## src/rtl/eth_rx_pkg.sv

```systemverilog
// Shared types and constants for the MII receive byte assembler.
package eth_rx_pkg;

  typedef enum logic [2:0] {IDLE, PRE, LO, HI, EOF, DROP} state_t;

  localparam int unsigned NIB_W     = 4;
  localparam int unsigned BYTE_W    = 8;
  localparam int unsigned LEN_W     = 16;
  localparam int unsigned PRE_CNT_W = 4;
  localparam int unsigned CRC_W     = 32;

  localparam logic [NIB_W-1:0] PRE_NIBBLE      = 4'h5;
  localparam logic [NIB_W-1:0] SFD_NIBBLE      = 4'hD;
  localparam logic [CRC_W-1:0] CRC32_INIT      = 32'hFFFFFFFF;
  localparam logic [CRC_W-1:0] CRC32_RESIDUE   = 32'hC704DD7B;
  localparam logic [CRC_W-1:0] CRC32_POLY_REFL = 32'hEDB88320;

  // Reflected CRC-32 advanced by one byte, LSB first.
  function automatic logic [CRC_W-1:0] crc32_next(input logic [CRC_W-1:0] crc,
                                                  input logic [BYTE_W-1:0] data);
    logic [CRC_W-1:0] c;
    c = crc ^ CRC_W'(data);
    for (int i = 0; i < 8; i++) begin
      c = c[0] ? ((c >> 1) ^ CRC32_POLY_REFL) : (c >> 1);
    end
    return c;
  endfunction

  // The residue constant is in MSB-first form; the register is LSB first.
  function automatic logic [CRC_W-1:0] bitrev32(input logic [CRC_W-1:0] x);
    logic [CRC_W-1:0] r;
    for (int i = 0; i < 32; i++) begin
      r[i] = x[31-i];
    end
    return r;
  endfunction

endpackage

```

## src/rtl/crc32_d8.sv

```systemverilog
// Byte-wide CRC-32 accumulator used for FCS checking.
module crc32_d8
  import eth_rx_pkg::*;
(
  input  logic              clk,
  input  logic              reset,
  input  logic              clear,
  input  logic              en,
  input  logic [BYTE_W-1:0] data,
  output logic [CRC_W-1:0]  crc
);

  // Restart on clear, otherwise fold in each enabled byte.
  always_ff @(posedge clk) begin
    if (reset || clear) begin
      crc <= CRC32_INIT;
    end else if (en) begin
      crc <= crc32_next(crc, data);
    end
  end

endmodule

```

## src/rtl/mii_rx_byte_assembler.sv

```systemverilog
// MII nibble-to-byte assembler: strips preamble/SFD, marks sof/eof,
// flags dribble/overlength/preamble errors and counts frames.
// Optional FCS check enabled by defining ETH_RX_FCS_CHECK_EN.
module mii_rx_byte_assembler
  import eth_rx_pkg::*;
#(
  parameter int unsigned MIN_PRE_NIBBLES = 8,
  parameter int unsigned MAX_FRAME_BYTES = 1518,
  parameter int unsigned CNT_W           = 16
) (
  input  logic              e_rxc,
  input  logic              reset,
  input  logic              e_rxdv,
  input  logic [NIB_W-1:0]  e_rxd,
  output logic [BYTE_W-1:0] byte_data,
  output logic              byte_valid,
  output logic              sof,
  output logic              eof,
  output logic              frame_err,
  output logic [LEN_W-1:0]  frame_len,
  output logic [CNT_W-1:0]  frame_cnt,
  output logic [CNT_W-1:0]  err_cnt
);

  state_t                 state, state_d;
  logic                   rxdv_q;
  logic [NIB_W-1:0]       rxd_q;
  logic [PRE_CNT_W-1:0]   pre_cnt, pre_cnt_d;
  logic [LEN_W-1:0]       byte_cnt, byte_cnt_d;
  logic [NIB_W-1:0]       lo_nib, lo_nib_d;
  logic                   ovl, ovl_d;
  logic [BYTE_W-1:0]      byte_data_d;
  logic                   byte_valid_d, sof_d, eof_d, frame_err_d;
  logic [LEN_W-1:0]       frame_len_d;
  logic [CNT_W-1:0]       frame_cnt_d, err_cnt_d;
  logic                   fin_c, fin_err_c, abort_c, crc_bad_c;

`ifdef ETH_RX_FCS_CHECK_EN
  logic [CRC_W-1:0] crc_q;
  logic             crc_clear_c;

  assign crc_clear_c = (state == PRE) && (state_d == LO);

  crc32_d8 u_crc (
    .clk   (e_rxc),
    .reset (reset),
    .clear (crc_clear_c),
    .en    (byte_valid_d),
    .data  (byte_data_d),
    .crc   (crc_q)
  );

  assign crc_bad_c = (bitrev32(crc_q) != CRC32_RESIDUE) || (byte_cnt < LEN_W'(4));
`else
  assign crc_bad_c = 1'b0;
`endif

  // Single input register stage; cleared so a nibble seen during reset is dropped.
  always_ff @(posedge e_rxc) begin
    if (reset) begin
      rxdv_q <= 1'b0;
      rxd_q  <= '0;
    end else begin
      rxdv_q <= e_rxdv;
      rxd_q  <= e_rxd;
    end
  end

  // State, datapath and registered outputs.
  always_ff @(posedge e_rxc) begin
    if (reset) begin
      state      <= IDLE;
      pre_cnt    <= '0;
      byte_cnt   <= '0;
      lo_nib     <= '0;
      ovl        <= 1'b0;
      byte_data  <= '0;
      byte_valid <= 1'b0;
      sof        <= 1'b0;
      eof        <= 1'b0;
      frame_err  <= 1'b0;
      frame_len  <= '0;
      frame_cnt  <= '0;
      err_cnt    <= '0;
    end else begin
      state      <= state_d;
      pre_cnt    <= pre_cnt_d;
      byte_cnt   <= byte_cnt_d;
      lo_nib     <= lo_nib_d;
      ovl        <= ovl_d;
      byte_data  <= byte_data_d;
      byte_valid <= byte_valid_d;
      sof        <= sof_d;
      eof        <= eof_d;
      frame_err  <= frame_err_d;
      frame_len  <= frame_len_d;
      frame_cnt  <= frame_cnt_d;
      err_cnt    <= err_cnt_d;
    end
  end

  // Next-state, next-output and counter logic.
  always_comb begin
    state_d      = state;
    pre_cnt_d    = pre_cnt;
    byte_cnt_d   = byte_cnt;
    lo_nib_d     = lo_nib;
    ovl_d        = ovl;
    byte_data_d  = byte_data;
    byte_valid_d = 1'b0;
    sof_d        = 1'b0;
    eof_d        = 1'b0;
    frame_err_d  = 1'b0;
    frame_len_d  = frame_len;
    frame_cnt_d  = frame_cnt;
    err_cnt_d    = err_cnt;
    fin_c        = 1'b0;
    fin_err_c    = 1'b0;
    abort_c      = 1'b0;

    case (state)
      // EOF behaves like IDLE so a preamble can start on the gap cycle.
      IDLE, EOF: begin
        state_d = IDLE;
        if (rxdv_q) begin
          if (rxd_q == PRE_NIBBLE) begin
            state_d   = PRE;
            pre_cnt_d = PRE_CNT_W'(1);
          end else begin
            state_d = DROP;
            abort_c = 1'b1;
          end
        end
      end
      PRE: begin
        if (!rxdv_q) begin
          state_d = IDLE;
          abort_c = 1'b1;
        end else if (rxd_q == PRE_NIBBLE) begin
          if (pre_cnt != '1) pre_cnt_d = pre_cnt + PRE_CNT_W'(1);
        end else if ((rxd_q == SFD_NIBBLE) && (32'(pre_cnt) >= MIN_PRE_NIBBLES)) begin
          state_d    = LO;
          byte_cnt_d = '0;
          ovl_d      = 1'b0;
        end else begin
          state_d = DROP;
          abort_c = 1'b1;
        end
      end
      LO: begin
        if (!rxdv_q) begin
          state_d   = EOF;
          fin_c     = 1'b1;
          fin_err_c = crc_bad_c;
        end else begin
          lo_nib_d = rxd_q;
          state_d  = HI;
        end
      end
      HI: begin
        if (!rxdv_q) begin
          // Odd nibble count: the partial byte is discarded.
          state_d   = EOF;
          fin_c     = 1'b1;
          fin_err_c = 1'b1;
        end else if (32'(byte_cnt) >= MAX_FRAME_BYTES) begin
          state_d = DROP;
          ovl_d   = 1'b1;
        end else begin
          byte_valid_d = 1'b1;
          byte_data_d  = {rxd_q, lo_nib};
          sof_d        = (byte_cnt == '0);
          byte_cnt_d   = byte_cnt + LEN_W'(1);
          state_d      = LO;
        end
      end
      DROP: begin
        if (!rxdv_q) begin
          if (ovl) begin
            state_d   = EOF;
            fin_c     = 1'b1;
            fin_err_c = 1'b1;
            ovl_d     = 1'b0;
          end else begin
            state_d = IDLE;
          end
        end
      end
      default: state_d = IDLE;
    endcase

    if (fin_c) begin
      eof_d       = 1'b1;
      frame_err_d = fin_err_c;
      frame_len_d = byte_cnt;
    end

    if (abort_c || (fin_c && fin_err_c)) begin
      if (err_cnt != '1) err_cnt_d = err_cnt + CNT_W'(1);
    end else if (fin_c) begin
      if (frame_cnt != '1) frame_cnt_d = frame_cnt + CNT_W'(1);
    end
  end

endmodule

```

## config.mk

```make
export PLATFORM = sky130hd
export DESIGN_NAME = mii_rx_byte_assembler
export DESIGN_NICKNAME = d
export VERILOG_FILES = /design/src/rtl/eth_rx_pkg.sv /design/src/rtl/crc32_d8.sv /design/src/rtl/mii_rx_byte_assembler.sv
export SDC_FILE = /design/constraint.sdc
export NUM_CORES = 1
export LEC_CHECK = 0
export BUFFER_PORTS_ARGS = -buffer_cell sky130_fd_sc_hd__buf_4
export CAP_MARGIN = 0
export CORE_MARGIN = 1
export CORE_UTILIZATION = 35
export DETAILED_ROUTE_END_ITERATION = 7
export SLEW_MARGIN = 10
export SYNTH_ARGS = -nofsm -noshare
export SYNTH_HDL_FRONTEND = slang
export SYNTH_SLANG_ARGS = --single-unit
```

## constraint.sdc

```tcl
create_clock -name e_rxc -period 3 [get_ports e_rxc]
set_clock_uncertainty 0.15 [all_clocks]
set_input_delay 0.9 -clock e_rxc [delete_from_list [all_inputs] [get_ports e_rxc]]
set_output_delay 0.9 -clock e_rxc [all_outputs]
set_load 0.02 [all_outputs]
```

==> run metrics <==
crit path max fanout=12; Distinct cells, synth=51; most area-hungry cell type in the Yosys netlist=dfxtp_1; reg2reg end=err_cnt[1]; Hold Path End=byte_data[1]; Worst setup EP type=register; gr ovfl total=0; Via Count=3535; post-place setup slack=between 0.5 and 0.6 ns; WL final=9900 um; Fill cells=1187; TritonRoute pass-1 iters=4; Total Nets Final=approximately 540; Max Slew Vio Count=0; most frequent cells after synthesis=dfxtp_1 (93), nor2_1 (57), a21oi_1 (30), nand3_1 (30), nand2_1 (28); Seq/Total Area, Yosys=45.2%; residual DRC count=0; top-level I/O count=67; CTS H-tree depth=3; worst-case clock buffer depth=2; Critical Path RT=3.08 ns; Max Cap Viol=0; cell internal pwr=approximately 2 mW; CTS Root Cell=clkbuf_16; net load switching power=0.548 mW; run status=finished, final reports clean; area of the core=11400 sq um; DR iter-0 viols=197; Routability Congestion=0.793; LEAKAGE=1.88 nW; Fmax=between 0.3 and 0.4 GHz; most numerous cell in the Yosys netlist=dfxtp_1; TritonCTS clock tree=done; final non-filler cell total=677; final hold vios=0; ant diodes=0; syn nets=483; CTS Hold Bufs=0; Seq pwr share=between 40% and 50%; Die Ht=~110 um; Buf/Inv on CP=1; Rows=39; vias per inst=5.22; area grow syn2layout=23.9%; largest net degree at the start of global routing=40; post-synthesis register bit count=93; clock insertion delay at the later pin of the skew report=0.35 ns; CP Launch Point=rxd_q[3]; synthesized instance count=469; Startpoint Class=register; DP HPWL=6910 um; critical path's top delay family=simple AND/OR/NAND/NOR gates; switching share of total power=21.3%; ys flop type=dfxtp_1; crit path max-delay cell type=nor4bb_1; Peak VDD IR=roughly 0.32 mV; Reg-to-Reg Start=rxd_q[3]; worst hold path class=reg2reg; Register Area=1860 sq um; routed length per placed instance=about 15 um; antenna violations before repair=0; footprint of the multi-input gates=about 2100 sq um; r2r worst-path depth=6; postcts setup bufs=0; # clock sinks=93; Syn Area/Cell=between 8 and 9 sq um; Die ar.=roughly 12000 sq um; gr usage total=16.5%; Crit Path Class=reg2reg; CP arrival=approximately 2.6 ns; Hold Worst Slack=0.311 ns; power per cell area=505 nW/um^2; min-delay src=byte_data[1]; number of global-route vias before repair=~3300; max incr delay on CP=roughly 0.57 ns; number of synthesized flops with an enable pin=0; Syn. warnings=0; Post-Syn Area=~4100 sq um; chip width=110 um; Rel. slew slack=46.3%; post-cts sizing count=0; main area contributors after synthesis=dfxtp_1 (45%), mux2i_1 (5.4%), nor2_1 (5.2%); dpl cells=about 660; worst setup margin=0.468 ns; PortBufs=66; Final Critical Period=~2.5 ns; post-route ant nets=0; post-synth top area share=45.2%; measured slew at the worst slew-check pin=0.795 ns; Setup TNS=0 ns; CTS Buf Count=9; Final Cycle Share=around 84%; share of layout cells above drive strength 1=18.7%; clock power share=between 40% and 50%; Comb pwr share=2.9%; Initial Utilization=~36%; ys async rst share=0%; hold path cells=2; flop-to-flop setup slack=0.47 ns; worst-path cell chain=nor4bb_1 -> nor4_1 -> o32ai_2 -> buf_4 -> mux2i_1 -> nor2_1; first-pass GRT wire length=about 17000 um; Setup violations, final=0; clock slew at reported path FFs=0.07 ns; RSZ-0062 raised after global routing=no
==> cell type report <==
type / count / area share, %
clock buffers: 10 / 4.69
clock inverters: 6 / 1.82
inverters: 17 / 1.25
multi-input cells: 333 / 41.2
flip-flops and latches: 93 / 36.5
well taps: 143 / 3.51
repair buffers: 75 / 11.0
==> metal layers <==
metal	global-route usage, %	vias to the layer above	part of all wire (%)
li1	-	1783	-
met1	21.6	1660	45
met2	26.5	80	48
met3	3.07	12	4.9
met4	7.29	0	1.6
met5	0	-	0
==> worst max path at each step <==
stage                 end  slack (ns)  cells past startpoint
2_1_floorplan  err_cnt[1]        0.59                      8
3_3_place_gp   err_cnt[1]        0.54                      6
3_5_place_dp   err_cnt[1]        0.50                      6
4_1_cts        err_cnt[1]        0.48                      6
5_1_grt        err_cnt[1]        0.27                      6
6_report       err_cnt[1]        0.47                      6
==> stage by stage <==
stage	instance area (sq um)	util [%]	power, mW
after floorplan	4120	-	1.33
after global placement	4770	41.8	1.36
after detailed placement	4770	41.8	1.36
after CTS	5100	44.7	2.60
after global routing	5100	44.7	2.67
final	5100	44.7	2.58
==> state kept, by name, indices dropped and copies added, names as in the netlist <==
signal      cells
rxd_q           4
rxdv_q          1
err_cnt        16
pre_cnt         4
ovl             1
state           3
byte_valid      1
frame_err       1
frame_len      16
byte_cnt       16
byte_data       8
sof             1
eof             1
lo_nib          4
frame_cnt      16
==> worst register-to-register path, cell delays in order, from the launching register on <==
cell and delay (ns):
dfxtp_1 0.39, nor4bb_1 0.57, nor4_1 0.19, o32ai_2 0.58, buf_4 0.29, mux2i_1 0.20, nor2_1 0.05
==> kinds of logic after synthesis <==
kind of cell	Yosys count	share of synthesized area (%)
adder cells (fa/ha/maj)	7	2.13
AND/OR/NAND/NOR	201	25.8
multiplexers	24	5.90
buffers and inverters	43	4.07
AO/OA/AOI/OAI	80	12.4
XOR/XNOR	21	4.47
flip-flops	93	45.2
==> power by group through the flow <==
stage	clock network (mW)	logic, mW	registers, mW
after floorplan	0	0.0478	1.28
after global placement	0	0.0740	1.28
after detailed placement	0	0.0755	1.28
after CTS	1.28	0.0759	1.25
after global routing	1.33	0.0825	1.25
final	1.25	0.0748	1.25
==> cell usage in the layout (no fill, tap or decap), types with 8 or more instances in the layout <==
master / Yosys / final
mux2i_1: 22 / 22
or3_1: 12 / 12
o21ai_0: 13 / 13
clkbuf_16: 0 / 9
a211oi_1: 9 / 9
nor2b_1: 11 / 11
nand4_1: 10 / 10
nor2_1: 57 / 57
nand2_1: 28 / 28
buf_4: 0 / 75
a21oi_1: 30 / 30
xnor2_1: 14 / 14
nor3_1: 8 / 8
nand3_1: 30 / 30
inv_1: 17 / 17
dfxtp_1: 93 / 93
Note: power is estimated with default switching activity, not from simulation.
